[src/rtl/i2c_target_mem.sv]
// I2C target with a small byte-addressed register memory.
// SCL/SDA are oversampled on clk_i; SDA is driven open-drain (low or released)
// and SCL is never stretched. Writes set the pointer, then fill memory; reads
// stream bytes from the pointer, which auto-increments and wraps.
module i2c_target_mem #(
   parameter logic [6:0] TargetAddr = 7'h50,
   parameter int         MemDepth   = 16,
   parameter int         SyncStages = 2,
   localparam int        PtrW       = $clog2(MemDepth)
) (
   input  logic            clk_i,
   input  logic            rst_i,
   input  logic            scl_i,
   input  logic            sda_i,
   output logic            sda_oe_o,
   output logic            busy_o,
   output logic [PtrW-1:0] ptr_o,
   output logic            wr_strobe_o
);

   typedef enum logic [3:0] {
      IDLE, ADDR, ADDR_ACK, WR_PTR, WR_DATA, WR_ACK, RD_DATA, RD_ACK, IGNORE
   } state_t;

   logic [SyncStages-1:0] scl_sync, sda_sync;
   logic                  scl_s, sda_s, scl_prev, sda_prev;
   logic                  start_ev, stop_ev, rise_ev, fall_ev;

   state_t                state, state_next;
   logic [7:0]            shifter, shifter_next;
   logic [3:0]            bit_cnt, bit_cnt_next;
   logic [PtrW-1:0]       ptr, ptr_next, ptr_inc;
   logic                  sda_oe, sda_oe_next;
   logic                  busy, busy_next;
   logic                  wr_strobe, wr_strobe_next;
   logic                  mem_we;
   logic                  addr_match;
   logic                  byte_done;
   logic [7:0]            mem_rd, mem_rd_inc;
   logic [7:0]            mem [MemDepth];

   assign scl_s = scl_sync[SyncStages-1];
   assign sda_s = sda_sync[SyncStages-1];

   // START/STOP need SCL high in both this and the previous cycle so an SDA
   // edge coinciding with an SCL edge is never mistaken for a bus condition.
   assign start_ev = scl_s & scl_prev & sda_prev & ~sda_s;
   assign stop_ev  = scl_s & scl_prev & ~sda_prev & sda_s;
   assign rise_ev  = scl_s & ~scl_prev;
   assign fall_ev  = ~scl_s & scl_prev;

   assign addr_match = (shifter[7:1] == TargetAddr);
   assign byte_done  = fall_ev && (bit_cnt == 4'd8);
   assign ptr_inc    = ptr + PtrW'(1);
   assign mem_rd     = mem[ptr];
   assign mem_rd_inc = mem[ptr_inc];

   // Bring the bus lines into the clk_i domain and keep a one-cycle history.
   always_ff @(posedge clk_i) begin
      if (rst_i) begin
         scl_sync <= '1;
         sda_sync <= '1;
         scl_prev <= 1'b1;
         sda_prev <= 1'b1;
      end else begin
         scl_sync <= {scl_sync[SyncStages-2:0], scl_i};
         sda_sync <= {sda_sync[SyncStages-2:0], sda_i};
         scl_prev <= scl_s;
         sda_prev <= sda_s;
      end
   end

   // State register.
   always_ff @(posedge clk_i) begin
      if (rst_i) begin
         state <= IDLE;
      end else begin
         state <= state_next;
      end
   end

   // Next-state logic; bus conditions override all bit-level progress.
   always_comb begin
      state_next = state;
      if (start_ev) begin
         state_next = ADDR;
      end else if (stop_ev) begin
         state_next = IDLE;
      end else begin
         case (state)
            ADDR:     if (byte_done) state_next = addr_match ? ADDR_ACK : IGNORE;
            ADDR_ACK: if (fall_ev)   state_next = shifter[0] ? RD_DATA : WR_PTR;
            WR_PTR:   if (byte_done) state_next = WR_ACK;
            WR_DATA:  if (byte_done) state_next = WR_ACK;
            WR_ACK:   if (fall_ev)   state_next = WR_DATA;
            RD_DATA:  if (byte_done) state_next = RD_ACK;
            RD_ACK:   if (rise_ev)   state_next = sda_s ? IGNORE : RD_DATA;
            default:  state_next = state;
         endcase
      end
   end

   // Datapath and output decisions: shifting, pointer, memory write, SDA drive.
   always_comb begin
      shifter_next   = shifter;
      bit_cnt_next   = bit_cnt;
      ptr_next       = ptr;
      sda_oe_next    = sda_oe;
      busy_next      = busy;
      wr_strobe_next = 1'b0;
      mem_we         = 1'b0;
      if (start_ev) begin
         // A half-shifted byte is simply dropped; busy holds until the new
         // address is judged.
         bit_cnt_next = '0;
         sda_oe_next  = 1'b0;
      end else if (stop_ev) begin
         bit_cnt_next = '0;
         sda_oe_next  = 1'b0;
         busy_next    = 1'b0;
      end else begin
         case (state)
            ADDR, WR_PTR, WR_DATA: begin
               if (rise_ev && (bit_cnt < 4'd8)) begin
                  shifter_next = {shifter[6:0], sda_s};
                  bit_cnt_next = bit_cnt + 4'd1;
               end else if (byte_done) begin
                  bit_cnt_next = '0;
                  if (state == ADDR) begin
                     busy_next   = addr_match;
                     sda_oe_next = addr_match;
                  end else if (state == WR_PTR) begin
                     ptr_next    = shifter[PtrW-1:0];
                     sda_oe_next = 1'b1;
                  end else begin
                     mem_we         = 1'b1;
                     wr_strobe_next = 1'b1;
                     ptr_next       = ptr_inc;
                     sda_oe_next    = 1'b1;
                  end
               end
            end
            ADDR_ACK: begin
               if (fall_ev) begin
                  if (shifter[0]) begin
                     // The fall ending the ACK also launches the first read bit.
                     shifter_next = {mem_rd[6:0], 1'b0};
                     sda_oe_next  = ~mem_rd[7];
                     bit_cnt_next = 4'd1;
                  end else begin
                     sda_oe_next  = 1'b0;
                     bit_cnt_next = '0;
                  end
               end
            end
            WR_ACK: begin
               if (fall_ev) begin
                  sda_oe_next  = 1'b0;
                  bit_cnt_next = '0;
               end
            end
            RD_DATA: begin
               if (fall_ev) begin
                  if (bit_cnt == 4'd8) begin
                     sda_oe_next = 1'b0;
                  end else begin
                     sda_oe_next  = ~shifter[7];
                     shifter_next = {shifter[6:0], 1'b0};
                     bit_cnt_next = bit_cnt + 4'd1;
                  end
               end
            end
            RD_ACK: begin
               if (rise_ev) begin
                  // Pointer moves past the byte just read whether ACKed or not.
                  ptr_next = ptr_inc;
                  if (!sda_s) begin
                     shifter_next = mem_rd_inc;
                     bit_cnt_next = '0;
                  end
               end
            end
            default: begin
               sda_oe_next = 1'b0;
            end
         endcase
      end
   end

   // Control and datapath registers.
   always_ff @(posedge clk_i) begin
      if (rst_i) begin
         shifter   <= '0;
         bit_cnt   <= '0;
         ptr       <= '0;
         sda_oe    <= 1'b0;
         busy      <= 1'b0;
         wr_strobe <= 1'b0;
      end else begin
         shifter   <= shifter_next;
         bit_cnt   <= bit_cnt_next;
         ptr       <= ptr_next;
         sda_oe    <= sda_oe_next;
         busy      <= busy_next;
         wr_strobe <= wr_strobe_next;
      end
   end

   // Register memory; cleared by reset, written when a data byte is ACKed.
   always_ff @(posedge clk_i) begin
      if (rst_i) begin
         for (int i = 0; i < MemDepth; i++) begin
            mem[i] <= 8'h00;
         end
      end else if (mem_we) begin
         mem[ptr] <= shifter;
      end
   end

   assign sda_oe_o    = sda_oe;
   assign busy_o      = busy;
   assign ptr_o       = ptr;
   assign wr_strobe_o = wr_strobe;

endmodule

[config.mk]
export PLATFORM = sky130hd
export DESIGN_NAME = i2c_target_mem
export DESIGN_NICKNAME = d
export VERILOG_FILES = /design/src/rtl/i2c_target_mem.sv
export SDC_FILE = /design/constraint.sdc
export NUM_CORES = 1
export LEC_CHECK = 0
export ABC_AREA = 1
export CAP_MARGIN = 20
export CORE_MARGIN = 5
export CORE_UTILIZATION = 45
export CTS_BUF_LIST = sky130_fd_sc_hd__clkbuf_8
export CTS_CLUSTER_SIZE = 24
export DETAILED_ROUTE_END_ITERATION = 7
export SETUP_SLACK_MARGIN = 0.5
export SYNTH_ARGS = -nofsm -noshare
export SYNTH_HDL_FRONTEND = slang
export SYNTH_SLANG_ARGS = --single-unit
[constraint.sdc]
create_clock -name clk_i -period 2.7 [get_ports clk_i]
set_input_delay 0.54 -clock clk_i [delete_from_list [all_inputs] [get_ports clk_i]]
set_output_delay 0.54 -clock clk_i [all_outputs]
set_load 0.02 [all_outputs]
# ---- Yosys cells after proc, flatten, opt, wreduce, memory -nomap -nowiden
# Memory sizes are Yosys's and may differ from the RTL's. A register that Yosys moved wholly into a read port is not among the register bits.
# Index checks and enable logic that the tools add are counted.
dict set report word_totals {
  regBits 29
  ramBits 128
  in_bits 4
  output_inout_bits 7
  elab_cells 153
  n_memories 1
}
dict set report op_classes {
  n_addsub 2
  magnitude_cmp 1
  eq_ne 31
  mux 67
  bitwise 16
  reduce_logical 22
}
# name depth word_bits rd rd_clocked_by_memory_dff write_ports line
set memory_table {}
lappend memory_table {mem 16 8 2 1 16 40} ;# logic [7:0] mem [MemDepth];
# op count
set op_table {}
lappend op_table {{$mux W4} 24}
lappend op_table {{$mux W8} 8}
lappend op_table {{$pmux W8 S4} 1}
lappend op_table {{$mux W1} 29}
lappend op_table {{$ne A2 B2 Y1 const B} 14}
lappend op_table {{$pmux W4 S6} 1}
lappend op_table {{$reduce_and A7 Y1} 3}
lappend op_table {{$ne A4 B4 Y1 const B} 5}
lappend op_table {{$pmux W4 S5} 1}
lappend op_table {{$eq A4 B3 Y1 const B} 4}
lappend op_table {{$reduce_and A10 Y1} 1}
lappend op_table {{$not A1 Y1} 9}
lappend op_table {{$reduce_and A9 Y1} 1}
lappend op_table {{$add A4 B1 Y4 const B} 2}
lappend op_table {{$eq A4 B2 Y1 const B} 2}
lappend op_table {{$pmux W4 S2} 1}
lappend op_table {{$reduce_and A8 Y1} 1}
lappend op_table {{$reduce_bool A2 Y1} 4}
lappend op_table {{$reduce_bool A8 Y1} 1}
lappend op_table {{$reduce_or A8 Y1} 1}
lappend op_table {{$and A1 B1 Y1} 7}
lappend op_table {{$eq A7 B7 Y1 const B} 1}
lappend op_table {{$reduce_and A6 Y1} 1}
lappend op_table {{$reduce_bool A6 Y1} 1}
lappend op_table {{14 further kinds} 16}

# ---- Logic depth before layout (Yosys ltp)
# Gate-level depths: netlist (run 1).
dict set report depth {
  word_depth 13
  ltp_mapped 15
  mapped_depth_nobuf 12
}

# ---- Worst setup path after synthesis (run 1)
# OpenSTA, ideal clock, no wires.
dict set report synth_timing {
  path_type {register to register}
  start {register ptr[0] (netlist: ptr_o[0])}
  end {register shifter[0]}
  setup_time_ns 0.064
  arrival_time_ns 2.432
  required_ns 2.636
  path_slack_ns 0.204
  stages_incl_launch_ff 14
  n_path_buf 4
  period_less_slack_ns 2.496
  path_cell_list {dfxtp_1 -> inv_1 -> clkbuf_1 -> buf_1 -> ha_1 -> clkbuf_1 -> inv_1 -> clkbuf_1 -> o211ai_1 -> nand3_1 -> nand3_1 -> a21oi_1 -> nor2_1 -> nor2_1}
}
dict set report synth_via {
  elab_chain_cells 5
}
# item line
set synth_rtl {}
lappend synth_rtl {{from (decl)} 32} ;# logic [PtrW-1:0] ptr, ptr_next, ptr_inc;
lappend synth_rtl {{from (signal assigned)} 202} ;# ptr <= ptr_next;
lappend synth_rtl {{$add A4 B1 Y4} 54} ;# assign ptr_inc = ptr + PtrW'(1);
lappend synth_rtl {{$mem_v2 Z16 W8} --}
lappend synth_rtl {{$mux W8} 177} ;# if (!sda_s) begin
lappend synth_rtl {{$mux W8} 174} ;# if (rise_ev) begin
lappend synth_rtl {{$pmux W8 S4} 122} ;# case (state)
lappend synth_rtl {{to (signal assigned)} 200} ;# shifter <= shifter_next;
lappend synth_rtl {{to (decl)} 30} ;# logic [7:0] shifter, shifter_next;
# Every way passes these cells. The select of a mux whose other input is x is not followed.
# A chain may end at the register's enable or synchronous reset.

# ---- Worst setup path in the final report (run 1)
dict set report layout_timing {
  start {register ptr[3] (netlist: ptr_o[3])}
  end {output port ptr_o[3]}
}
# item line
set layout_lines {}
lappend layout_lines {{to (decl)} 17} ;# output logic [PtrW-1:0] ptr_o,
# No word-level cell between the ends.

==> impl_metrics.yaml, run 1 <==
status:
  status: "finished clean"
clocking:
  cts_sinks: 161
  cts_tree: "done"
  insertion_delay_ns: 0.48
  cts_buffers: 17
  root_buffer: "clkbuf_8"
  htreeDepth: 4
  clockBufferDepth: 2
  clk_pin_slew_worst_paths_ns: 0.09
  ctsHoldBuffers: 0
critical_path:
  crit_path_start_kind: "register"
  r2r-start: "ptr_o[1]$_SDFFE_PP0P_"
  critical_path_arrival_ns: 1.60
  cp.depth: 1
  cp_top_family: "buffers and inverters"
  ff2ff_setup_slack_ns: 0.62
  crit_required_ns: 2.16
  critical_path_class: "reg -> out"
  regToRegEndpoint: "shifter[5]$_SDFFE_PP0P_"
  cpMaxStageDelayCell: "clkdlybuf4s50_1"
  worstSetupEndpointType: "primary output"
  crit_buf_inv: 1
  reg2reg_depth: 12
  path_cells: "clkdlybuf4s50_1"
  cp_max_fo: 7
  crit_path_max_incr_delay_ns: 0.66
place:
  dp_slack_ns: 0.233
  numPortBuffers: 10
  place_congestion: 0.992
  hpwlAfterDp_um: 20400
synth:
  synth_cells: 1287
  syn-mean-instance-area_um2: 7.26
  yosysUniqueCellTypes: 29
  synth.ff_latch_count: 161
  ys_async_sr_fraction_pct: 0
  synth_enable_flop_cells: 128
  yosysWarnings: 0
  syn_nets: 1297
  seq_area_frac_synth_pct: 48.2
  synth_ff_type: "edfxtp_1"
  netlist_area_mm2: 0.00935
hold_path:
  min_to: "scl_sync[1]$_SDFF_PP1_"
  whs_path_depth: 1
  hp-start: "scl_sync[0]$_SDFF_PP1_"
  worst_hold_path_type: "reg -> reg"
cells_and_area:
  fill_cells: 1988
  utilization_pct: 51.8
  regArea_mm2: 0.00451
  final_common_cell: "nand2_1"
  diodes: 0
  area_delta_synth_final_pct: 12.8
  multiInputGateArea_mm2: 0.00408
  drive_gt1_share_pct: 10.8
  nNetsFinal: 1317
  mostFrequentLayoutCells: "365 x nand2_1, 202 x nand3_1, 177 x nor2_1"
power:
  ir_worst_vdd_mv: 0.645
  p_clk_share_pct: 19.1
  comb_power_share_pct: 48.7
  power_frac_seq_pct: 32.1
  switching_power_w: 0.00463
  p_int_w: 0.00502
  switching_share_pct: 48.0
  finalPower_w: 0.00964
  p_per_area_mw_per_mm2: 915
  p_leak_nw: 4.54
global_route:
  grt_pass1_vias: 7848
  grt_max_degree: 82
  antenna_found_initial: 0
  overflow: 0
  grt_util_all_layers_pct: 25.4
  grt_pass1_wl_um: 46000
timing:
  period_needed_ns: 2.14
  setup-violations-final: 0
  fin_crit_sh_pct: 79.4
  fmax_mhz: 466
  fin_worst_skew_ns: 0.0134
  worst_slack_ns: 0.556
  hold-worst-slack_ns: 0.421
  tightest_slew_ns: 0.806
  setup_tns_ns: 0
  rsz0062_at_grt: "false"
  finalHoldViolations: 0
  max_slew_margin_pct: 46.2
  maxSlewViolCount: 0
drt:
  drc_errors: 0
  drt_iter0_drc: 1239
  routed_via_density: 5.45
  dr.pass1.iters: 6
  detail-route-antenna-nets: 0
  routed_wl_um: 30400
  wire_per_inst_um: 19.1
  vias: 8671
floorplan:
  die_area_mm2: 0.0238
  die_w_um: 154
  pin_count: 11
  start_util_pct: 45.9
  fp.coreArea_mm2: 0.0204
  die_h_um: 154
  rows: 52
flow_run:
  max-cap-violations: 0
==> repair_timing <==
action,CTS,global route
endpoints found under the setup margin,130,265
pin swaps,4,4
setup buffers,7,1
resized for setup,3,38
==> area by class of cell <==
type	count	share of cell area, %
clock buffer	17	2.22
clock inverter	15	1.52
inverter	173	6.16
multi-input combinational	892	38.7
sequential	161	42.8
tap	270	3.20
timing repair buffer	62	5.38
==> cell usage after synthesis, types with 2 or more instances <==
cell / number / area, µm²
nand2_1: 382 / 1430
nand3_1: 203 / 1020
nor2_1: 178 / 668
inv_1: 161 / 604
edfxtp_1: 128 / 3840
clkbuf_1: 54 / 203
o21ai_0: 36 / 180
dfxtp_1: 33 / 661
a21oi_1: 18 / 90.1
nand2_2: 17 / 106
o211ai_1: 13 / 97.6
clkinv_1: 8 / 30.0
ha_1: 6 / 75.1
nand4_1: 6 / 37.5
nor3_1: 6 / 30.0
nor2_4: 5 / 56.3
or2_2: 5 / 31.3
buf_1: 4 / 15.0
inv_2: 4 / 15.0
xor2_1: 4 / 35.0
buf_2: 3 / 15.0
nand3b_1: 3 / 22.5
nor2_2: 3 / 18.8
o31ai_1: 2 / 15.0
==> per-stage QoR <==
stage | cell area (µm²) | cells
after global placement | 9900 | 1550
after CTS | 10400 | 1589
after global routing | 10500 | 1590
after floorplan | 9360 | 1287
after detailed placement | 9900 | 1550
final | 10500 | 1590
==> state kept, by name (all words and copies together), names as in the netlist, 2 cells and up, named ones only <==
name / cells
mem: 128
shifter: 8
bit_cnt: 4
ptr_o: 4
state: 4
scl_sync: 2
sda_sync: 2
==> per-layer routing <==
| layer | vias up | track usage (%) | routed length, µm |
|---|---|---|---|
| met5 | - | 0 | 0 |
| met4 | 0 | 8.96 | 1010 |
| met3 | 66 | 5.14 | 2640 |
| met2 | 438 | 38.7 | 13500 |
| met1 | 4029 | 36.0 | 13300 |
| li1 | 4138 | - | - |
==> worst reg2reg max path: stages (launching register included) <==
cell and delay [ns]:
dfxtp_1 0.46, inv_1 0.10, ha_1 0.36, inv_1 0.08, buf_8 0.19, o211ai_1 0.13
nand3_1 0.19, nand3_1 0.11, nand2_1 0.05, nand2_1 0.06, nand2_1 0.10, nor2_1 0.12
nor2_1 0.04
==> logic make-up (layout without fill, tap and decap cells) <==
kind of cell               after synthesis  count (layout)  synth area share, %
AOI/OAI and AO/OA                       72              72                 4.30
and+or+nand+nor                        809             809                 36.8
buffers and inverters                  234             267                 9.44
adders and majority gates                6               6                0.803
DFF                                    161             161                 48.2
xor gates and xnor gates                 5               5                0.468
==> worst max-delay path by stage <==
stage / slack [ns] / end / startpoint
after CTS: 0.39 / mem[8][3]$_SDFFCE_PN0P_ / state[3]$_SDFFE_PP0P_
after floorplan: 0.53 / shifter[0]$_SDFFE_PP0P_ / ptr_o[0]$_SDFFE_PP0P_
after global routing: 0.49 / mem[9][2]$_SDFFCE_PN0P_ / state[2]$_SDFFE_PP0P_
after detailed placement: 0.23 / mem[0][7]$_SDFFCE_PN0P_ / rst_i
after global placement: 0.24 / mem[15][5]$_SDFFCE_PN0P_ / rst_i
final: 0.56 / ptr_o[3] / ptr_o[3]$_SDFFE_PP0P_
==> power by group through the flow <==
| stage | Sequential, W | Combinational, W | Clock [W] |
|---|---|---|---|
| floorplan | 0.00308 | 0.00298 | 0 |
| global placement | 0.00314 | 0.00451 | 0 |
| detailed placement | 0.00314 | 0.00452 | 0 |
| CTS | 0.00309 | 0.00453 | 0.00187 |
| global route | 0.00312 | 0.00510 | 0.00198 |
| finish | 0.00310 | 0.00470 | 0.00185 |
Note: power is estimated with default switching activity, not from simulation.
==> inputs of run 2 (changes only) <==
==> constraint.sdc (replaced) <==
create_clock -name clk_i -period 2.2 [get_ports clk_i]
set_input_delay 0.44 -clock clk_i [delete_from_list [all_inputs] [get_ports clk_i]]
set_output_delay 0.44 -clock clk_i [all_outputs]
set_load 0.02 [all_outputs]
==> run 2 against run 1 <==
Against the previous run: clock power up 17%; sequential share of layout area down 7.3 points; utilization increased by 11 points; final cell count grew 4.1%; via count grew 8.2%; first-iteration DRC count shrank 1.4%.
==> impl_metrics.yaml, run 2 (synthesized netlist as in run 1, its figures left out) <==
timing:
  fin_worst_skew_ns: 0.0160
  setup-violations-final: 0
  max_slew_margin_pct: 43.6
  fmax_mhz: 514
  rsz0062_at_grt: "true"
  period_needed_ns: 1.94
  tightest_slew_ns: 0.843
  fin_crit_sh_pct: 88.4
  finalHoldViolations: 0
  setup_tns_ns: 0
  maxSlewViolCount: 0
critical_path:
  crit_buf_inv: 3
  cpMostUsedCell: "nand2_2"
  crit_required_ns: 2.53
  critical_path_arrival_ns: 2.27
  crit_path_max_incr_delay_ns: 0.39
  cpMaxStageDelayCell: "dfxtp_4"
  cp_top_family: "simple AND/OR/NAND/NOR gates"
  critical_path_class: "reg -> reg"
  path_cells: "nor2_2, nand2_2, nand2_2, nand2_2, inv_2, nand4_4, nor2_4, buf_6, nand2_4, buf_6, nor2_1"
  crit_path_start_kind: "register"
  worstSetupEndpointType: "register"
  cp_max_fo: 8
drt:
  detail-route-antenna-nets: 0
  routed_via_density: 5.67
  dr.pass1.iters: 7
  drc_errors: 0
  wire_per_inst_um: 20.2
  vias: 9386
  drt_iter0_drc: 1222
  routed_wl_um: 33400
floorplan:
  start_util_pct: 45.9
  pin_count: 11
  die_area_mm2: 0.0238
  die_w_um: 154
  die_h_um: 154
  fp.coreArea_mm2: 0.0204
  rows: 52
power:
  p_per_area_mw_per_mm2: 1140
  p_leak_nw: 5.27
  ir_worst_vdd_mv: 0.584
  p_clk_share_pct: 14.9
  power_frac_seq_pct: 26.5
  switching_power_w: 0.00704
  p_int_w: 0.00748
  comb_power_share_pct: 58.7
  switching_share_pct: 48.5
clocking:
  insertion_delay_ns: 0.48
  cts_tree: "done"
  cts_sinks: 161
  clk_pin_slew_worst_paths_ns: 0.10
  root_buffer: "clkbuf_8"
  clockBufferDepth: 2
  htreeDepth: 4
  cts_buffers: 17
cells_and_area:
  nNetsFinal: 1382
  top_register: "mem"
  fill_cells: 1759
  mostFrequentLayoutCells: "348 x nand2_1, 148 x nand3_1, 148 x inv_1"
  largest_register_ffs: 128
  diodes: 0
  stdcell_count: 1655
  area_delta_synth_final_pct: 36.6
  multiInputGateArea_mm2: 0.00530
  regArea_mm2: 0.00454
  reg_top3: "mem x128, shifter x8"
  drive_gt1_share_pct: 29.7
  final_common_cell: "nand2_1"
place:
  placed_cells: 1567
  hpwlAfterDp_um: 20300
  place_congestion: 0.957
  numPortBuffers: 10
global_route:
  grt_util_all_layers_pct: 27.5
  grt_pass1_wl_um: 50300
  antenna_found_initial: 0
  grt_pass1_vias: 8752
  overflow: 0
  grt_max_degree: 59
flow_run:
  max-cap-violations: 0
hold_path:
  worst_hold_path_type: "reg -> reg"
status:
  status: "finished clean"
run 2: cell count changes in the layout (fill, tap and decap cells not counted), sizes merged:
cell,change
buf,+62
bufbuf,+3
bufinv,-1
clkbuf,+2
clkdlybuf4s50,-6
clkinv,-1
clkinvlp,+1
dlygate4sd2,+3
dlymetal6s2s,-1
inv,+3
run 2: worst register-to-register path, delay by kind of cell (launching register included):
| family | cells | cell delay (ns) |
|---|---|---|
| buf+inv | 3 | 0.42 |
| flops | 1 | 0.39 |
| simple gates | 8 | 0.99 |
run 2: repair_timing:
action                     4_1_cts  5_1_grt
cloned                           8        1
resized for setup              187      208
setup endpoints to repair      288      283
pin swaps                       44       40
setup buffers                   28       19
hold buffers                     0        0
run 2: area by class of cell:
| type | instances | share of cell area [%] |
|---|---|---|
| clock inverters | 15 | 1.05 |
| flip-flops and latches | 161 | 35.5 |
| repair buffers | 125 | 12.0 |
| clock buffers | 17 | 1.83 |
| repair inverters | 2 | 0.137 |
| multi-input cells | 892 | 41.5 |
| well taps | 270 | 2.64 |
| inverters | 173 | 5.26 |
run 2: worst paths after layout:
check | slack [ns] | end | start | cells past startpoint
max | 0.26 | mem[8][0]$_SDFFCE_PN0P_ | state[0]$_SDFFE_PP0P_ | 11
min | 0.42 | sda_sync[1]$_SDFF_PP1_ | sda_sync[0]$_SDFF_PP1_ | 1
max reg2reg | 0.26 | mem[8][0]$_SDFFCE_PN0P_ | state[0]$_SDFFE_PP0P_ | 11
min reg2reg | 0.42 | sda_sync[1]$_SDFF_PP1_ | sda_sync[0]$_SDFF_PP1_ | 1
run 2: metal layers:
layer / global-route usage [%] / share of wire, % / vias up / wire [µm]
met5: 0 / 0 / - / 0
met4: 8.66 / 3.4 / 0 / 1140
met3: 4.50 / 9.6 / 120 / 3210
met2: 43.4 / 46 / 572 / 15500
met1: 38.9 / 41 / 4403 / 13600
li1: - / - / 4291 / -
run 2: stage by stage:
stage	power [W]	utilization [%]	worst slack (ns)	instance area (µm²)	hold slack (ns)
5_1_grt	0.0152	62.7	0.166	12800	0.439
2_1_floorplan	0.00767	-	0.307	9620	0.389
3_5_place_dp	0.00974	50.6	0.00881	10300	0.400
3_3_place_gp	0.00974	50.6	0.0232	10300	0.397
6_report	0.0145	62.7	0.256	12800	0.419
4_1_cts	0.0133	57.9	0.275	11800	0.422
run 2: power by group through the flow:
stage,sequential [W],combinational [W],clock (W)
after floorplan,0.00380,0.00387,0
after global placement,0.00387,0.00588,0
after detailed placement,0.00387,0.00587,0
after CTS,0.00381,0.00734,0.00216
after global routing,0.00387,0.00902,0.00235
final,0.00385,0.00852,0.00216
